`config.mk`:
```
export PLATFORM = sky130hd
export DESIGN_NAME = led_fader
export DESIGN_NICKNAME = d
export VERILOG_FILES = /design/src/rtl/led_fader.sv
export SDC_FILE = /design/constraint.sdc
export NUM_CORES = 1
export LEC_CHECK = 0
export CAP_MARGIN = 20
export CORE_ASPECT_RATIO = 1.2
export CORE_MARGIN = 2
export CORE_UTILIZATION = 65
export CTS_BUF_LIST = sky130_fd_sc_hd__clkbuf_8
export DETAILED_ROUTE_END_ITERATION = 16
export GPL_TIMING_DRIVEN = 0
export PLACE_DENSITY_LB_ADDON = 0.08
export SLEW_MARGIN = 30
export SYNTH_ARGS = -nofsm -noshare
export SYNTH_HDL_FRONTEND = slang
export SYNTH_SLANG_ARGS = --single-unit
```
`constraint.sdc`:
```
create_clock -name clk -period 6.25 [get_ports clk]
set_input_delay 1.875 -clock clk [delete_from_list [all_inputs] [get_ports clk]]
set_output_delay 1.875 -clock clk [all_outputs]
set_load 0.005 [all_outputs]
```
`src/rtl/led_fader.sv`:
```
// led_fader: per-channel brightness ramp engine feeding a 3-channel LED PWM block.
//
// The CPU programs target brightness and a ramp step through a byte register bank.
// On every prescaler tick, with enable set, each channel's current brightness moves
// toward its target. Every changed channel is pushed to the PWM write port, one
// channel per write, with one idle cycle between writes.
//
// Register map (addr):
//   0..2  target[ch]   rw
//   3     step         rw
//   4..6  current[ch]  ro (writes ignored)
//   7     status       bit7 enable (rw), bits2..0 ramping[ch] (ro), others read 0
//
// Parameters:
//   PRESCALE     clocks per ramp tick, 8..2^24
//
// Ports:
//   clk          system clock
//   rst_n        synchronous reset, active low
//   rd_en        CPU read strobe; rd_data/rd_valid appear on the next cycle
//   addr         CPU register address
//   rd_data      CPU read data
//   rd_valid     one-cycle read-valid pulse
//   wr_en        CPU write strobe
//   wr_data      CPU write data
//   led_wr_en    PWM write strobe
//   led_addr     PWM channel index 0..2
//   led_wr_data  PWM compare value, f(current)
//
// Build option:
//   LED_FADER_GAMMA_EN  when defined, f(c) = (c*c + 255) >> 8; otherwise f(c) = c.
//   Register readback always returns the linear current value.

module led_fader #(
  parameter int unsigned PRESCALE = 65536
) (
  input  logic       clk,
  input  logic       rst_n,
  input  logic       rd_en,
  input  logic [2:0] addr,
  output logic [7:0] rd_data,
  output logic       rd_valid,
  input  logic       wr_en,
  input  logic [7:0] wr_data,
  output logic       led_wr_en,
  output logic [1:0] led_addr,
  output logic [7:0] led_wr_data
);

  localparam int unsigned CntW = 24;
  localparam logic [CntW-1:0] CntMax = CntW'(PRESCALE - 1);

  typedef enum logic [0:0] {
    StIdle,
    StSend
  } state_e;

  // Move cur toward tgt by stp without passing tgt. 9-bit arithmetic keeps the
  // carry/borrow so there is no wrap-around past 255 or 0. stp == 0 snaps.
  function automatic logic [7:0] ramp_next(input logic [7:0] cur, input logic [7:0] tgt,
                                           input logic [7:0] stp);
    logic [8:0] up;
    logic [8:0] dn;
    logic [7:0] res;
    up = {1'b0, cur} + {1'b0, stp};
    dn = {1'b0, cur} - {1'b0, stp};
    res = cur;
    if (stp == 8'd0) begin
      res = tgt;
    end else if (cur < tgt) begin
      res = (up > {1'b0, tgt}) ? tgt : up[7:0];
    end else if (cur > tgt) begin
      // dn[8] is the borrow: step larger than current.
      res = (dn[8] || (dn[7:0] < tgt)) ? tgt : dn[7:0];
    end
    return res;
  endfunction

  // Brightness shaping applied on the way to the PWM block only.
  function automatic logic [7:0] shape(input logic [7:0] c);
`ifdef LED_FADER_GAMMA_EN
    logic [16:0] sq;
    sq = ({9'd0, c} * {9'd0, c}) + 17'd255;
    return sq[15:8];
`else
    return c;
`endif
  endfunction

  // State
  logic [CntW-1:0] cnt_q, cnt_d;
  logic [2:0][7:0] target_q, target_d;
  logic [2:0][7:0] current_q, current_d;
  logic [7:0]      step_q, step_d;
  logic            enable_q, enable_d;
  logic [2:0]      dirty_q, dirty_d;
  logic [7:0]      rd_data_q;
  logic            rd_valid_q;
  state_e          state_q;
  logic            led_wr_en_q;
  logic [1:0]      led_addr_q;
  logic [7:0]      led_wr_data_q;

  // Combinational helpers
  logic       tick;
  logic [2:0] changed;
  logic [2:0] ramping;
  logic       push_go;
  logic [1:0] push_ch;
  logic [7:0] rd_mux;

  assign tick = (cnt_q == CntMax);

  always_comb begin
    for (int i = 0; i < 3; i++) begin
      ramping[i] = (current_q[i] != target_q[i]);
    end
  end

  // Lowest-index dirty channel wins.
  always_comb begin
    push_ch = 2'd0;
    if (dirty_q[0]) begin
      push_ch = 2'd0;
    end else if (dirty_q[1]) begin
      push_ch = 2'd1;
    end else if (dirty_q[2]) begin
      push_ch = 2'd2;
    end
  end

  assign push_go = (state_q == StIdle) && (dirty_q != 3'b000);

  // Next-state for prescaler, register bank, ramp and dirty flags.
  always_comb begin
    cnt_d     = tick ? '0 : cnt_q + CntW'(1);
    target_d  = target_q;
    current_d = current_q;
    step_d    = step_q;
    enable_d  = enable_q;
    changed   = 3'b000;

    // Ramp sees the pre-write target/step, so a coincident CPU write lands after it.
    if (tick && enable_q) begin
      for (int i = 0; i < 3; i++) begin
        current_d[i] = ramp_next(current_q[i], target_q[i], step_q);
        changed[i]   = (current_d[i] != current_q[i]);
      end
    end

    if (wr_en) begin
      case (addr)
        3'd0:    target_d[0] = wr_data;
        3'd1:    target_d[1] = wr_data;
        3'd2:    target_d[2] = wr_data;
        3'd3:    step_d      = wr_data;
        3'd7:    enable_d    = wr_data[7];
        default: ;
      endcase
    end

    // A change on the same edge as a push clear must re-arm the channel.
    dirty_d = dirty_q;
    if (push_go) begin
      dirty_d[push_ch] = 1'b0;
    end
    dirty_d = dirty_d | changed;
  end

  // CPU read mux, sampled from pre-edge register state.
  always_comb begin
    rd_mux = 8'd0;
    case (addr)
      3'd0:    rd_mux = target_q[0];
      3'd1:    rd_mux = target_q[1];
      3'd2:    rd_mux = target_q[2];
      3'd3:    rd_mux = step_q;
      3'd4:    rd_mux = current_q[0];
      3'd5:    rd_mux = current_q[1];
      3'd6:    rd_mux = current_q[2];
      3'd7:    rd_mux = {enable_q, 4'b0000, ramping};
      default: rd_mux = 8'd0;
    endcase
  end

  always_ff @(posedge clk) begin
    if (!rst_n) begin
      cnt_q      <= '0;
      target_q   <= '0;
      current_q  <= '0;
      step_q     <= 8'd1;
      enable_q   <= 1'b0;
      dirty_q    <= 3'b111;
      rd_data_q  <= 8'd0;
      rd_valid_q <= 1'b0;
    end else begin
      cnt_q      <= cnt_d;
      target_q   <= target_d;
      current_q  <= current_d;
      step_q     <= step_d;
      enable_q   <= enable_d;
      dirty_q    <= dirty_d;
      rd_valid_q <= rd_en;
      if (rd_en) begin
        rd_data_q <= rd_mux;
      end
    end
  end

  // Push FSM: one PWM write, then one idle cycle, so writes come every other cycle.
  always_ff @(posedge clk) begin
    if (!rst_n) begin
      state_q       <= StIdle;
      led_wr_en_q   <= 1'b0;
      led_addr_q    <= 2'd0;
      led_wr_data_q <= 8'd0;
    end else begin
      case (state_q)
        StIdle: begin
          if (push_go) begin
            led_wr_en_q   <= 1'b1;
            led_addr_q    <= push_ch;
            led_wr_data_q <= shape(current_q[push_ch]);
            state_q       <= StSend;
          end else begin
            led_wr_en_q <= 1'b0;
          end
        end
        StSend: begin
          led_wr_en_q <= 1'b0;
          state_q     <= StIdle;
        end
        default: begin
          led_wr_en_q <= 1'b0;
          state_q     <= StIdle;
        end
      endcase
    end
  end

  assign rd_data     = rd_data_q;
  assign rd_valid    = rd_valid_q;
  assign led_wr_en   = led_wr_en_q;
  assign led_addr    = led_addr_q;
  assign led_wr_data = led_wr_data_q;

endmodule
```
==> results of run 1 <==
==> through the flow <==
| step | total power, mW | worst slack, ns | util, % | std cells |
|---|---|---|---|---|
| after CTS | 1.58 | 0.601 | 71.5 | 1518 |
| after global placement | 1.15 | 0.567 | 70.0 | 1502 |
| after detailed placement | 1.16 | 0.669 | 70.2 | 1502 |
| after global routing | 1.66 | 0.164 | 71.5 | 1518 |
| final | 1.59 | 0.258 | 71.5 | 1518 |
| after floorplan | 1.03 | 1.91 | - | 1268 |
==> cell usage in the layout (no fill, tap or decap), types with 30 or more instances in the layout <==
cell	synthesis	final
a21oi_1	82	82
nor2_1	109	109
clkbuf_1	40	40
clkdlybuf4s50_1	0	30
ha_1	118	118
dfxtp_1	104	104
o21ai_0	76	76
nand2_1	118	118
a21boi_0	46	46
xnor2_1	32	32
inv_1	78	78
==> worst paths after layout <==
path | startpoint | end | slack (ns) | cells past startpoint
setup / recovery | step_q[2]$_SDFFE_PN0P_ | dirty_q[1]$_SDFF_PN1_ | 0.26 | 17
hold / removal | cnt_q[0]$_SDFF_PP0_ | cnt_q[0]$_SDFF_PP0_ | 0.45 | 1
setup reg to reg | step_q[2]$_SDFFE_PN0P_ | dirty_q[1]$_SDFF_PN1_ | 0.26 | 17
hold reg to reg | cnt_q[0]$_SDFF_PP0_ | cnt_q[0]$_SDFF_PP0_ | 0.45 | 1
==> routing by layer <==
layer,share of wire (%),GRT usage (%),wire length (um),vias to the layer above
li1,-,-,-,4766
met1,38,50.9,13000,4766
met2,47,70.1,15900,574
met3,8.7,7.80,2990,191
met4,6.9,24.0,2350,0
met5,0,0,0,-
==> layout make-up <==
class                      instances  area (um^2)  area share [%]
buffer                            51          213            1.99
sequential                       104         2080            19.5
clock inverter                     7         81.3           0.760
multi-input combinational       1033         7340            68.6
inverter                          80          300            2.81
timing repair buffer              30          300            2.81
clock buffer                       9          124            1.16
tap                              204          255            2.39
==> sequential cells by signal, indices dropped and copies added, names as in the netlist <==
register,cells
led_wr_data,8
current_q,24
led_wr_en,1
enable_q,1
rd_data,8
step_q,8
rd_valid,1
dirty_q,3
led_addr,2
target_q,24
cnt_q,24
==> cell families after synthesis <==
| logic type | Yosys count |
|---|---|
| and+or+nand+nor | 408 |
| DFF | 104 |
| xor gates and xnor gates | 57 |
| buffers and inverters | 131 |
| muxes | 31 |
| adders and majority gates | 124 |
| AOI/OAI and AO/OA | 413 |
==> synthesized netlist by cell type (13+ instances only) <==
master    number  share of area, %
ha_1         118                15
nand2_1      118               4.5
nor2_1       109               4.1
dfxtp_1      104                21
a21oi_1       82               4.1
inv_1         78               3.0
o21ai_0       76               3.8
a21boi_0      46               3.5
clkbuf_1      40               1.5
xnor2_1       32               2.8
mux2i_1       25               2.5
xor2_1        25               2.2
nand2b_1      23               1.5
nand3_1       23               1.2
nor3_1        23               1.2
nor2b_1       22               1.4
a211oi_1      18               1.4
nand4_1       15              0.95
o22ai_1       15              0.95
a31oi_1       14              0.88
a22oi_1       13              0.98
and2_1        13              0.82
==> worst register-to-register path: cells and delay by family (launching register included) <==
kind                       cells  cell delay (ns)
adders and majority gates      2             0.69
AOI/OAI and AO/OA              9             3.06
muxes                          1             0.33
DFF                            1             0.73
buffers and inverters          2             0.48
and+or+nand+nor                3             0.57
==> where the power goes <==
part	internal (mW)	switching, mW
sequential	0.677	0.0267
combinational	0.174	0.284
clock	0.160	0.272
total	1.01	0.582
==> impl_metrics.tcl, run 1 <==
set metrics [dict create \
    place_congestion 1.08 \
    leakagePower_nw 4.12 \
    ir_worst_vdd_mv 0.225 \
    fillers 1281 \
    setup_viol 0 \
    layout-drive-gt1-share_pct 4.64 \
    synth_xor_xnor_area_share_pct 5.03 \
    placed_cell_area_mm2 0.0105 \
    core_area_mm2 0.0150 \
    rsz0062_at_grt "false" \
    finalCritPeriodShare_pct 95.9 \
    area_growth_pct 7.88 \
    insertion_delay_ns 0.40 \
    worstPathMaxFanout 8 \
    final_cell_area_mm2 0.0107 \
    finalNetCount 1448 \
    finalCriticalPeriod_ns 5.99 \
    die_h_um 139 \
    cts_buffer_depth 2 \
    antenna_cells 0 \
    synth-edff-count 0 \
    grt_pass1_vias 9979 \
    power_density_mw_per_mm2 149 \
    vias 10297 \
    cts_tree "built" \
    syn_area_per_cell_um2 7.82 \
    ys_seq_elements 104 \
    start_util_pct 66.3 \
    slowest_stage "dfxtp_1" \
    path_cells "inv_1 > ha_1 > buf_6 > nand2b_4 > a221o_1 > mux2_4 > a2111oi_4 > ha_1 > and4_1 > a21boi_0 > o41ai_1 > nand3b_1 > a21oi_1 > o22ai_1 > a311o_1 > a2111oi_0 > a31oi_1" \
    startpoint_type "flip-flop" \
    cp-end-kind "flip-flop" \
    critical_path.most_common_cell "ha_1" \
    hold_ws_ns 0.455 \
    clock-sinks 104 \
    max_cap_viol_count 0 \
    cp_num_buf_inv 2 \
    hold_viol 0 \
    grt_start_max_net_pins 22 \
    synthFlopType "dfxtp_1" \
    synthArstFlopShare_pct 0 \
    synth.net_count 1407 \
    fp.dieW_um 117 \
    max_clock_freq_ghz 0.167 \
    worstPathArrival_ns 6.23 \
    synth_fa_ha_area_share_pct 16.1 \
    hpwl_mm 26.5 \
    fin_tns_setup_ns 0 \
    status "finished, final reports clean" \
    ant_nets 0 \
    maxSlewHeadroom_pct 43.2 \
    synth_top_family_by_area "compound AO/OA/AOI/OAI gates" \
    synth.area.mux_share_pct 3.24 \
    drt-wirelength-per-cell_um 22.6 \
    cts_made_buffers 9 \
    overflow 0 \
    dr.pass1.iters 8 \
    synth.distinct_cells 89 \
    htree_levels 3 \
    root_buffer "clkbuf_8" \
    cpPeakStageDelay_ns 0.73 \
    post_cts_resized 0 \
    tightest_slew_ns 0.847 \
    synth_cells 1268 \
    mappedNetlistArea_mm2 0.00992 \
    drtIter0Drc 1222 \
    critical_path_class "flip-flop to flip-flop" \
    postCtsHoldBufs 0 \
    antenna_found_initial 0 \
    yosys.area_share.simple_pct 20.2 \
    portBuffers 30 \
    path_clk_slew_ns 0.11 \
    drv_slew 0 \
    io_pins 35 \
    crit_required_ns 6.49 \
    grt_util_all_layers_pct 42.4 \
    wirelength_mm 34.3 \
    cts_setup_buffers 0 \
    die-area_mm2 0.0163 \
    hp-class "flip-flop to flip-flop" \
    grt_pass1_wl_mm 53.3 \
    synth_compound_area_share_pct 29.3 \
    cp_top_family "compound AO/OA/AOI/OAI gates" \
    skew_ns 0.0280 \
    rows 49 \
    yosysSeqAreaShare_pct 21.0 \
    viasPerCell 6.78 \
    drc 0 \
    yosys_warnings 0 \
]
(Power assumes the default switching activity.)
==> inputs of run 2 (changes only) <==
--- a/config.mk
+++ b/config.mk
@@ -6,7 +6,7 @@
 export NUM_CORES = 1
 export LEC_CHECK = 0
 export CAP_MARGIN = 20
-export CORE_ASPECT_RATIO = 1.2
+export CORE_ASPECT_RATIO = 0.6
 export CORE_MARGIN = 2
 export CORE_UTILIZATION = 65
 export CTS_BUF_LIST = sky130_fd_sc_hd__clkbuf_8
==> run 2 against run 1 <==
Power rose by 3.4%; sequential power is essentially flat; combinational power grew 3%; critical path depth grew 1; design area increased by 0.12%; clock-buffer cell count stayed put; highest routed layer unchanged; largest cell class unchanged; global-route usage increased by 0.92 points; critical endpoint is now dirty_q[0]$_SDFF_PN1_; wire length rose by 3.5%; maximum frequency is 0.17% higher; die area rose by 0.17%; register-to-register slack about the same; non-clock buffer count unchanged.
==> impl_metrics.tcl, run 2 (same netlist as run 1, synthesis figures left out) <==
set metrics [dict create \
    place_inst 1496 \
    power_density_mw_per_mm2 154 \
    drc 0 \
    dr.pass1.iters 6 \
    portBuffers 30 \
    cts_tree "built" \
    core_area_mm2 0.0147 \
    startpoint_type "flip-flop" \
    hold_viol 0 \
    top_usage_layer "met1" \
    antenna_found_initial 0 \
    final_cell_area_mm2 0.0107 \
    status "finished, final reports clean" \
    area_growth_pct 8.01 \
    root_buffer "clkbuf_8" \
    place_congestion 1.10 \
    leakagePower_nw 4.13 \
    grt_util_all_layers_pct 43.3 \
    insertion_delay_ns 0.40 \
    layout-drive-gt1-share_pct 4.64 \
    multi_input_area_mm2 0.00734 \
    grtUsageMet3_pct 18.3 \
    cts_buffer_depth 2 \
    grt_pass1_wl_mm 53.7 \
    start_util_pct 67.4 \
    fin_cells 1512 \
    postCtsHoldBufs 0 \
    ir_worst_vdd_mv 0.123 \
    placed_cell_area_mm2 0.0105 \
    drv_slew 0 \
    maxSlewHeadroom_pct 40.0 \
    cts_made_buffers 9 \
    hp-class "flip-flop to flip-flop" \
    worstPathArrival_ns 6.22 \
    most-common-layout-cells "118 x nand2_1, 118 x ha_1, 109 x nor2_1" \
    hpwl_mm 27.5 \
    antenna_cells 0 \
    die_h_um 99.7 \
    fillers 1200 \
    groute.layer.met1.usage_pct 63.7 \
    grt_pass1_vias 9494 \
    fin_tns_setup_ns 0 \
    clock-sinks 104 \
    max_cap_viol_count 0 \
    tightest_slew_ns 0.894 \
    grt_start_max_net_pins 24 \
    top_regs "cnt_q x24, current_q x24, target_q x24" \
    rsz0062_at_grt "false" \
    finalCritPeriodShare_pct 95.7 \
    setup_viol 0 \
    hold_ws_ns 0.483 \
    die-area_mm2 0.0163 \
    max_clock_freq_ghz 0.167 \
    rows 34 \
    worstPathMaxFanout 10 \
    htree_levels 3 \
    path_clk_slew_ns 0.13 \
    drtIter0Drc 1530 \
    crit_required_ns 6.49 \
    seqCellArea_mm2 0.00208 \
    viasPerCell 6.98 \
    wirelength_mm 35.5 \
    skew_ns 0.0197 \
    finalCriticalPeriod_ns 5.98 \
    finalNetCount 1448 \
    cp-end-kind "flip-flop" \
    overflow 0 \
    critical_path_class "flip-flop to flip-flop" \
    io_pins 35 \
    use_met2_pct 56.7 \
    drt-wirelength-per-cell_um 23.5 \
    fp.dieW_um 163 \
    vias 10559 \
    ant_nets 0 \
    post_cts_resized 0 \
    cts_setup_buffers 0 \
]
## run 2: worst paths after layout
check / startpoint / to / slack (ns) / cells past startpoint
worst max-delay path: step_q[1]$_SDFFE_PN0P_ / dirty_q[0]$_SDFF_PN1_ / 0.27 / 18
worst min-delay path: cnt_q[0]$_SDFF_PP0_ / cnt_q[0]$_SDFF_PP0_ / 0.48 / 1
worst max register to register: step_q[1]$_SDFFE_PN0P_ / dirty_q[0]$_SDFF_PN1_ / 0.27 / 18
worst min register to register: cnt_q[0]$_SDFF_PP0_ / cnt_q[0]$_SDFF_PP0_ / 0.48 / 1
## run 2: per-layer routing
metal,routed length (um),part of all wire (%),vias up
met2,13000,37,767
met4,782,2.2,0
met1,15600,44,4927
met5,0,0,-
met3,6130,17,96
li1,-,-,4769
## run 2: area by class of cell
cell class              instances  area share, %
plain buffers                  51           1.99
well taps                     198           2.31
clock buffers                   9           1.16
repair buffers                 30           2.80
inverters                      80           2.80
flip-flops and latches        104           19.4
clock inverters                 7          0.946
multi-input cells            1033           68.6
## run 2: worst max-delay path, stage by stage (launching register included)
cell	delay, ns
dfxtp_1	0.74
inv_1	0.35
ha_1	0.37
nor2b_1	0.14
o31a_1	0.28
o21ai_0	0.26
o2bb2ai_1	0.18
xnor2_1	0.20
ha_1	0.31
a21oi_1	0.15
nand2_1	0.07
a211oi_1	0.46
or2_0	0.17
clkbuf_1	0.29
nand2b_1	0.34
o221ai_1	0.25
a22o_1	0.25
a2111oi_0	0.72
a31oi_1	0.28
## run 2: through the flow
step           total power [mW]  worst slack (ns)  util (%)
4_1_cts                    1.62             0.536      72.8
3_5_place_dp               1.16             0.576      71.3
2_1_floorplan              1.03              1.91         -
6_report                   1.65             0.269      72.8
3_3_place_gp               1.15             0.607      71.1
5_1_grt                    1.70            0.0181      72.8
## run 2: power by group
group,switching [mW],total (mW),internal [mW]
logic,0.298,0.472,0.175
registers,0.0250,0.703,0.678
clock network,0.303,0.473,0.170
==> inputs of run 3 (changes only) <==
--- a/config.mk
+++ b/config.mk
@@ -8,7 +8,7 @@
 export CAP_MARGIN = 20
 export CORE_ASPECT_RATIO = 0.6
 export CORE_MARGIN = 2
-export CORE_UTILIZATION = 65
+export CORE_UTILIZATION = 30
 export CTS_BUF_LIST = sky130_fd_sc_hd__clkbuf_8
 export DETAILED_ROUTE_END_ITERATION = 16
 export GPL_TIMING_DRIVEN = 0
==> run 3 against run 2 <==
Sequential share of layout area is 0.48 points lower; via count is 4.9% lower; clock-buffer cell count stayed put; highest routed layer unchanged.
==> impl_metrics.tcl, run 3 (same netlist as run 1, synthesis figures left out) <==
set metrics [dict create \
    grt_util_all_layers_pct 23.9 \
    root_buffer "clkbuf_8" \
    fillers 3482 \
    antenna_found_initial 1 \
    worstPathMaxFanout 10 \
    top_regs "cnt_q x24, current_q x24, target_q x24" \
    fin_tns_setup_ns 0 \
    finalNetCount 1450 \
    drv_slew 0 \
    cts_setup_buffers 0 \
    cts_made_buffers 9 \
    rows 51 \
    dp_worst_setup_slack_ns 0.583 \
    postCtsHoldBufs 0 \
    ir_worst_vdd_mv 0.0889 \
    fin_cells 1743 \
    rsz0062_at_grt "false" \
    dr.pass1.iters 5 \
    wirelength_mm 41.2 \
    p_total_mw 1.62 \
    area_growth_pct 10.7 \
    grt_start_max_net_pins 20 \
    startpoint_type "flip-flop" \
    most-common-layout-cells "118 x nand2_1, 118 x ha_1, 109 x nor2_1" \
    ant_nets 0 \
    fp.dieW_um 239 \
    core_area_mm2 0.0325 \
    grt_pass1_vias 9097 \
    die-area_mm2 0.0346 \
    crit_required_ns 6.53 \
    slowest_stage "a2111oi_0" \
    vias 10045 \
    path_clk_slew_ns 0.13 \
    viasPerCell 5.76 \
    maxSlewHeadroom_pct 35.3 \
    grt_pass1_wl_mm 60.3 \
    hp-class "flip-flop to flip-flop" \
    skew_ns 0.0264 \
    start_util_pct 30.5 \
    portBuffers 30 \
    clock-sinks 104 \
    cts_buffer_depth 2 \
    leakagePower_nw 4.12 \
    post_cts_resized 0 \
    cp-end-kind "flip-flop" \
    drtIter0Drc 1060 \
    hold_viol 0 \
    die_h_um 145 \
    multi_input_area_mm2 0.00735 \
    status "finished, final reports clean" \
    cpPeakStageDelay_ns 0.71 \
    path_cells "inv_1 > ha_1 > nor2b_1 > o31a_1 > o21ai_0 > o2bb2ai_1 > xnor2_1 > ha_1 > a21oi_1 > nand2_1 > a211oi_1 > or2_0 > clkbuf_1 > nand2b_1 > o221ai_1 > a22o_1 > a2111oi_0 > a31oi_1" \
    io_pins 35 \
    place_inst 1724 \
    seqCellArea_mm2 0.00208 \
    setup_viol 0 \
    drt-wirelength-per-cell_um 23.6 \
    finalCriticalPeriod_ns 5.89 \
    fin_ws_ns 0.355 \
    tightest_slew_ns 0.965 \
    hpwl_mm 32.5 \
    overflow 0 \
    insertion_delay_ns 0.43 \
    critical_path.most_common_cell "ha_1" \
    max_cap_viol_count 0 \
    place_congestion 0.954 \
    hold_ws_ns 0.447 \
    htree_levels 3 \
    finalCritPeriodShare_pct 94.3 \
    max_clock_freq_ghz 0.170 \
    worstPathArrival_ns 6.18 \
    drc 0 \
    critical_path_class "flip-flop to flip-flop" \
    cts_tree "built" \
    layout-drive-gt1-share_pct 4.86 \
    power_density_mw_per_mm2 148 \
]
[run 3: changes by cell type in the layout (fill, tap and decap cells not counted), sizes merged]
cell      change
buf           +2
inv           -1
diode         +3
clkinv        -1
clkinvlp      +2
[run 3: worst max-delay path: cells and delay by family (launching register included)]
family | cells | cell delay, ns
AO/OA/AOI/OAI | 9 | 2.74
AND/OR/NAND/NOR | 4 | 0.75
flip-flops | 1 | 0.69
adder cells (fa/ha/maj) | 2 | 0.69
buffers and inverters | 2 | 0.66
XOR/XNOR | 1 | 0.20
[run 3: routing by layer]
metal | wire, um | track usage (%) | part of all wire (%) | vias up
met5 | 0 | 0 | 0 | -
met1 | 21300 | 37.7 | 52 | 4794
met2 | 14900 | 30.6 | 36 | 448
li1 | - | - | - | 4768
met4 | 393 | 3.62 | 0.95 | 0
met3 | 4550 | 7.68 | 11 | 35
[run 3: worst paths after layout]
check | startpoint | endpoint | slack (ns) | cells after the start
hold reg to reg | cnt_q[0]$_SDFF_PP0_ | cnt_q[0]$_SDFF_PP0_ | 0.45 | 1
hold / removal | cnt_q[0]$_SDFF_PP0_ | cnt_q[0]$_SDFF_PP0_ | 0.45 | 1
setup / recovery | step_q[1]$_SDFFE_PN0P_ | dirty_q[0]$_SDFF_PN1_ | 0.36 | 18
setup reg to reg | step_q[1]$_SDFFE_PN0P_ | dirty_q[0]$_SDFF_PN1_ | 0.36 | 18
[run 3: per-stage QoR]
step,cell area (um^2),utilization [%]
floorplan,9920,-
global placement,10700,33.1
detailed placement,10800,33.2
CTS,11000,33.8
global route,11000,33.8
finish,11000,33.8
[run 3: where the power goes]
part           switching (mW)  internal, mW  total (mW)
Combinational           0.302         0.175       0.477
Sequential             0.0304         0.677       0.708
Clock                   0.286         0.153       0.440
[run 3: final cells by class]
class | count | share of cell area [%]
multi-input cells | 1033 | 66.9
flip-flops and latches | 104 | 19.0
well taps | 424 | 4.83
repair buffers | 32 | 2.85
inverters | 80 | 2.73
plain buffers | 51 | 1.94
clock buffers | 9 | 1.13
clock inverters | 7 | 0.570
diodes | 3 | 0.0684
